===== src/rtl/firebird7_in_gate1_ijtag_tdr_initiator.sv =====
// IJTAG initiator: runs one capture-shift-(update) sequence on a single TDR per request
// and returns the TDR contents that were captured during that sequence.
module firebird7_in_gate1_ijtag_tdr_initiator #(
   parameter int TDR_WIDTH = 4
) (
   input  logic                 ijtag_tck,
   input  logic                 ijtag_reset,
   input  logic                 req_valid,
   output logic                 req_ready,
   input  logic                 req_write,
   input  logic [TDR_WIDTH-1:0] req_wdata,
   output logic                 rsp_valid,
   output logic [TDR_WIDTH-1:0] rsp_rdata,
   output logic                 busy,
   output logic                 ijtag_sel,
   output logic                 ijtag_ce,
   output logic                 ijtag_se,
   output logic                 ijtag_ue,
   output logic                 ijtag_si,
   input  logic                 ijtag_so
);
   localparam int CNT_W = $clog2(TDR_WIDTH) + 1;
   localparam logic [CNT_W-1:0] CNT_LAST = CNT_W'(TDR_WIDTH - 1);

   typedef enum logic [2:0] {
      S_IDLE    = 3'd0,
      S_CAPTURE = 3'd1,
      S_SHIFT   = 3'd2,
      S_UPDATE  = 3'd3,
      S_DONE    = 3'd4
   } state_t;

   state_t               state_q;
   logic [TDR_WIDTH-1:0] wbuf_q;
   logic [TDR_WIDTH-1:0] wbuf_d;
   logic [TDR_WIDTH-1:0] rbuf_q;
   logic [TDR_WIDTH-1:0] rbuf_d;
   logic [TDR_WIDTH-1:0] rsp_rdata_q;
   logic [CNT_W-1:0]     cnt_q;
   logic [CNT_W-1:0]     cnt_d;
   logic                 write_q;
   logic                 req_ready_q;
   logic                 busy_q;
   logic                 rsp_valid_q;
   logic                 sel_q;
   logic                 ce_q;
   logic                 se_q;
   logic                 ue_q;
   logic                 si_q;

   // Shift-step next values; the TDR shifts toward bit 0, so ijtag_so enters at the top.
   always_comb begin
      wbuf_d = wbuf_q >> 1;
      rbuf_d = '0;
      rbuf_d[TDR_WIDTH-1] = ijtag_so;
      for (int i = 0; i < TDR_WIDTH - 1; i++) begin
         rbuf_d[i] = rbuf_q[i+1];
      end
      cnt_d = cnt_q + CNT_W'(1);
   end

   // Sequencer; every output is a flop loaded together with the state it belongs to.
   always_ff @(posedge ijtag_tck) begin
      if (!ijtag_reset) begin
         state_q     <= S_IDLE;
         wbuf_q      <= '0;
         rbuf_q      <= '0;
         rsp_rdata_q <= '0;
         cnt_q       <= '0;
         write_q     <= 1'b0;
         req_ready_q <= 1'b1;
         busy_q      <= 1'b0;
         rsp_valid_q <= 1'b0;
         sel_q       <= 1'b0;
         ce_q        <= 1'b0;
         se_q        <= 1'b0;
         ue_q        <= 1'b0;
         si_q        <= 1'b0;
      end else begin
         case (state_q)
            S_IDLE: begin
               if (req_valid && req_ready_q) begin
                  wbuf_q      <= req_wdata;
                  write_q     <= req_write;
                  rbuf_q      <= '0;
                  req_ready_q <= 1'b0;
                  busy_q      <= 1'b1;
                  sel_q       <= 1'b1;
                  ce_q        <= 1'b1;
                  state_q     <= S_CAPTURE;
               end else begin
                  state_q <= S_IDLE;
               end
            end
            S_CAPTURE: begin
               cnt_q   <= '0;
               ce_q    <= 1'b0;
               se_q    <= 1'b1;
               si_q    <= wbuf_q[0];
               state_q <= S_SHIFT;
            end
            S_SHIFT: begin
               wbuf_q <= wbuf_d;
               rbuf_q <= rbuf_d;
               cnt_q  <= cnt_d;
               if (cnt_q == CNT_LAST) begin
                  se_q <= 1'b0;
                  si_q <= 1'b0;
                  if (write_q) begin
                     ue_q    <= 1'b1;
                     state_q <= S_UPDATE;
                  end else begin
                     sel_q       <= 1'b0;
                     rsp_valid_q <= 1'b1;
                     rsp_rdata_q <= rbuf_d;
                     state_q     <= S_DONE;
                  end
               end else begin
                  si_q <= wbuf_d[0];
               end
            end
            S_UPDATE: begin
               ue_q        <= 1'b0;
               sel_q       <= 1'b0;
               rsp_valid_q <= 1'b1;
               rsp_rdata_q <= rbuf_q;
               state_q     <= S_DONE;
            end
            S_DONE: begin
               rsp_valid_q <= 1'b0;
               busy_q      <= 1'b0;
               req_ready_q <= 1'b1;
               state_q     <= S_IDLE;
            end
            default: begin
               state_q     <= S_IDLE;
               req_ready_q <= 1'b1;
               busy_q      <= 1'b0;
               rsp_valid_q <= 1'b0;
               sel_q       <= 1'b0;
               ce_q        <= 1'b0;
               se_q        <= 1'b0;
               ue_q        <= 1'b0;
               si_q        <= 1'b0;
            end
         endcase
      end
   end

   assign req_ready = req_ready_q;
   assign busy      = busy_q;
   assign rsp_valid = rsp_valid_q;
   assign rsp_rdata = rsp_rdata_q;
   assign ijtag_sel = sel_q;
   assign ijtag_ce  = ce_q;
   assign ijtag_se  = se_q;
   assign ijtag_ue  = ue_q;
   assign ijtag_si  = si_q;
endmodule


===== config.mk =====
export PLATFORM = sky130hd
export DESIGN_NAME = firebird7_in_gate1_ijtag_tdr_initiator
export DESIGN_NICKNAME = d
export VERILOG_FILES = /design/src/rtl/firebird7_in_gate1_ijtag_tdr_initiator.sv
export SDC_FILE = /design/constraint.sdc
export NUM_CORES = 1
export LEC_CHECK = 0
export ABC_AREA = 1
export CAP_MARGIN = 0
export CORE_ASPECT_RATIO = 1.25
export CORE_MARGIN = 2
export CORE_UTILIZATION = 50
export CTS_CLUSTER_DIAMETER = 40
export CTS_CLUSTER_SIZE = 28
export DETAILED_ROUTE_END_ITERATION = 12
export GPL_TIMING_DRIVEN = 1
export PLACE_DENSITY = 0.76
export SYNTH_ARGS = -nofsm -noshare
export SYNTH_HDL_FRONTEND = slang
export SYNTH_SLANG_ARGS = --single-unit

===== constraint.sdc =====
create_clock -name ijtag_tck -period 2.6 [get_ports ijtag_tck]
set_clock_uncertainty 0.05 [all_clocks]
set_input_delay 0.52 -clock ijtag_tck [delete_from_list [all_inputs] [get_ports ijtag_tck]]
set_output_delay 0.52 -clock ijtag_tck [all_outputs]
set_load 0.02 [all_outputs]

### Yosys cells after proc, flatten, opt, wreduce, memory -nomap -nowiden

Index checks and enable logic that the tools add are counted.

* add/sub/neg operators: 1
* equal/unequal tests: 9
* muxes and demuxes: 30
* bitwise gates (word level): 6
* reductions and logical operators: 20

Operators by type and width (count)
* $pmux W4 S2: 3
* $mux W4: 4
* $pmux W1 S3: 4
* $pmux W3 S4: 1
* $reduce_or A3 Y1: 4
* $mux W1: 11
* $reduce_and A2 Y1: 5
* $eq A3 B2 Y1 const B: 3
* $reduce_and A3 Y1: 3
* $ne A2 B2 Y1 const B: 4
* $pmux W1 S2: 4
* $mux W3: 2
* $not A1 Y1: 6
* $pmux W3 S2: 1
* $reduce_bool A2 Y1: 3
* $reduce_and A4 Y1: 1
* $reduce_or A2 Y1: 2
* $add A3 B1 Y3 const B: 1
* $eq A3 B1 Y1 const B: 1
* $eq A3 B3 Y1 const B: 1
* $logic_not A3 Y1: 1
* $logic_and A1 B1 Y1: 1

* register bits after elaboration: 27
* input bits: 9
* output and inout bits: 12
* word-level logic and storage cells: 80

### Logic depth before layout (Yosys ltp)

* word-level depth: 4
* mapped depth: 9
* depth with buffers taken out: 9

### Worst setup path before layout

No wires, ideal clock.

* path kind: register to register
* from: register cnt_q[0]
* to: register se_q (netlist: ijtag_se)
* library setup time: 0.056 ns
* data arrival time: 1.154 ns
* required time: 2.494 ns
* setup slack: 1.339 ns
* stages on the path, launching flop included: 10
* buffers on the path: 0
* period minus slack after synthesis: 1.261 ns
* path through: dfxtp_1 > ha_1 > ha_1 > inv_1 > nand3_4 > inv_1 > o21ai_1 > nand2_1 > nand2_1 > inv_1

* word-level cells in the longest chain between the ends: 3

RTL lines
* start, declared: RTL line 39 `logic [CNT_W-1:0] cnt_q;`
* start signal, assigned: RTL line 105 `cnt_q <= cnt_d;`
* $eq A3 B2 Y1: RTL line 106 `if (cnt_q == CNT_LAST) begin`
* $ne A2 B2 Y1 (no source line)
* $reduce_and A2 Y1 (no source line)
* end signal, assigned: RTL line 98 `se_q <= 1'b1;`
* end signal, assigned: RTL line 107 `se_q <= 1'b0;`
* end signal, assigned: RTL line 142 `se_q <= 1'b0;`
* end, declared: RTL line 47 `logic se_q;`

Every way passes these cells.
A chain may end at the register's enable or synchronous reset.

### Worst setup path after layout

* from: register req_ready_q (netlist: req_ready)
* to: output port req_ready

RTL lines
* start, declared: RTL line 42 `logic req_ready_q;`
* start signal, assigned: RTL line 71 `req_ready_q <= 1'b1;`
* start signal, assigned: RTL line 86 `req_ready_q <= 1'b0;`
* start signal, assigned: RTL line 132 `req_ready_q <= 1'b1;`
* end, declared: RTL line 9 `output logic req_ready,`

No word-level cell between the ends.

==> results by group <==
Flow run
  – Max Cap Viol: 0

Setup path
  – Critical path, cell by cell: clkdlybuf4s50_1
  – Element type at the critical path end: output pin
  – WS Path Type: flop to output pin
  – R2r setup slk: about 1.0 ns
  – Worst R2R Path Depth: 5
  – Crit start category: flop
  – Crit-path max cell delay: slightly above 0.6 ns
  – FF-to-FF Start: state_q[0]
  – CP required: slightly above 2 ns
  – Top delay family on crit path: buffers and inverters
  – Worst Path Buf+Inv: 1
  – CP max-delay cell: clkdlybuf4s50_1
  – Reg2reg end: rsp_rdata[0]
  – Largest fanout on the critical path: 4
  – CP Data Arrival Time: ~1.3 ns

Route
  – Via density: roughly 5
  – DRT Pass-1 Iters: 4
  – WL per Instance: roughly 11 um
  – Routed via count: approximately 1100
  – Final ANT Viol Nets: 0
  – Final WL: 2483 um
  – DRC Markers: 0
  – Initial drt markers: 25

Global routing
  – GRT Resource Usage Total: 0.1852
  – Grt total ovfl: 0
  – First-pass GRT wire length: about 4300 um
  – Met1 usage: 0.2202
  – Vias in the first global route: slightly above 1000
  – Met3 Resource Use GR: 0.02956
  – GRT Max-Usage Layer: met2
  – Pin count of the biggest net entering global routing: 15
  – Routing usage on met2: 0.3378
  – Initial antenna violation count: 0

Finish
  – Layout cells sized above 1: 0.1183
  – # fillers: 237
  – Area grow syn2layout: 18.26%
  – Final nets: between 150 and 200
  – Finished Cell Area: between 1500 and 2000 sq um
  – Antenna Cells: 0

Clock network
  – TritonCTS clock tree: yes
  – Clock-pin slew on the worst setup and hold paths: between 0.1 and 0.15 ns
  – Post-CTS sizing: 0
  – Total CTS buffers: 3
  – Longest Clk Path Bufs: 2
  – Post-CTS setup buffer count: 0
  – CTS sink cnt: 27
  – # H-tree levels: 1
  – Clk_lat worst skew: approximately 0.31 ns
  – Cts hold-fix bufs: 0
  – Root buffer selected by CTS: clkbuf_4

STA
  – Max-slew violation count: 0
  – Setup violators final: 0
  – Tightest Pin Transition: around 0.48 ns
  – Final worst path period share: 0.7308
  – RSZ-0062 raised after global routing: no
  – Worst slew margin: 0.6807
  – Hold Vio Cnt, Final: 0
  – Setup_tns: 0 ns
  – Min Tclk post-route: roughly 1.9 ns
  – Max Freq: between 500 and 600 MHz

Synth
  – Netlist cell types: 27
  – Top post-synthesis cells by area: dfxtp_1, nand2_1, a21oi_1
  – Top-area cell type share of the netlist area: 0.4219
  – Sequential fraction of the synthesis area: 0.4219
  – Syn Inst Count: between 150 and 200
  – Yosys reg bits: 27
  – Syn nets: approximately 180
  – Post-Syn Area: about 1300 sq um
  – Largest area contributor in the netlist: dfxtp_1
  – Synth Area per Inst: between 7 and 8 sq um
  – Synth warn: 0

Outcome
  – Status: completed

Floorplanning
  – Full die area: 2986 sq um
  – Die H: a little over 60 um
  – Die extent in x: between 40 and 50 um
  – Ports: 21
  – Num rows: 20
  – Initial Util: 0.5278
  – Core Region: about 2400 sq um

Placement
  – HPWL after DPL: between 1500 and 2000 um
  – Post-Place Cell Area: ~1500 sq um
  – PortBufs: 20
  – Routability Congestion: between 0.8 and 0.9

Min path
  – Hold crit path type: flop to flop
  – Hold EP: rsp_valid
  – Hold Crit Start: rsp_valid
  – Hold Crit Depth: 2

Pwr
  – Power per standard cell area: around 800 nW/um^2
  – VDD IR max: about 0.00054 V
  – Total power: about 1.2 mW
  – Static leakage: roughly 0.67 nW
## stage by stage
step	hold WS, ns	setup slack, ns	cells	util
3_3_place_gp	0.3923	0.7361	215	0.6134
5_1_grt	0.4460	0.6197	219	0.6242
6_report	0.4125	0.7000	219	0.6242
3_5_place_dp	0.3967	0.6853	215	0.6134
2_1_floorplan	0.3790	1.339	166	-
4_1_cts	0.4160	0.6916	219	0.6242
## kinds of logic (layout without fill, tap and decap cells)
kind of cell,count (synthesis),in the layout,share of synthesized area
AO/OA/AOI/OAI,33,33,0.1406
adder cells (fa/ha/maj),2,2,0.01953
buffers and inverters,23,43,0.08691
AND/OR/NAND/NOR,81,81,0.3310
flip-flops,27,27,0.4219
## synth_stat cells, drive strengths merged
library cell / n
a31oi: 6
a21oi: 13
nand4: 5
buf: 4
nand2: 49
nor2: 15
dfxtp: 27
clkbuf: 1
ha: 2
a211oi: 1
inv: 18
nand3: 11
o22ai: 1
nand3b: 1
o21ai: 12
## state kept, by name (all words and copies together) (netlist names), 3 cells and up
signal and count:
state_q 3, wbuf_q 4, cnt_q 3, rsp_rdata 4, rbuf_q 4
## power by group
group          total (mW)  internal [mW]  switching (mW)
Clock               0.176         0.0599           0.116
Combinational       0.482          0.194           0.288
Sequential          0.550          0.490          0.0601
Total                1.21          0.744           0.464
## layout make-up
| type | count | area [sq um] | area share |
|---|---|---|---|
| multi-input combinational | 116 | 629.4 | 0.4154 |
| clock buffer | 4 | 26.28 | 0.01734 |
| tap | 33 | 41.29 | 0.02725 |
| inverter | 18 | 70.07 | 0.04624 |
| timing repair buffer | 21 | 207.7 | 0.1371 |
| sequential | 27 | 540.5 | 0.3567 |
## worst max-delay path by stage
stage,slack (ns),to,cells after the start,startpoint
2_1_floorplan,1.34,ijtag_se,9,cnt_q[0]
3_3_place_gp,0.74,state_q[0],5,ijtag_reset
3_5_place_dp,0.69,state_q[0],5,ijtag_reset
4_1_cts,0.69,req_ready,1,req_ready
5_1_grt,0.62,req_ready,1,req_ready
6_report,0.70,req_ready,1,req_ready
## layout by cell type (no fill, tap or decap), types with 2 or more instances in the layout
cell,instances
nand3_2,2
a21oi_1,12
nand2_1,44
nand4_1,4
nand2_2,2
clkbuf_4,3
o21ai_1,6
a31oi_1,6
nor2_2,2
nand2_4,3
clkdlybuf4s50_1,20
inv_2,3
ha_1,2
inv_1,14
nand3_1,8
o21ai_0,6
dfxtp_1,27
nor2_1,12
## routing by layer
layer  wire length (um)  up-vias  share of wire
li1                   -      589              -
met1               1131      506           0.46
met2               1247       24           0.50
met3                 76        4          0.031
met4                 27        0          0.011
met5                  0        -              0
Note: power is estimated with default switching activity, not from simulation.
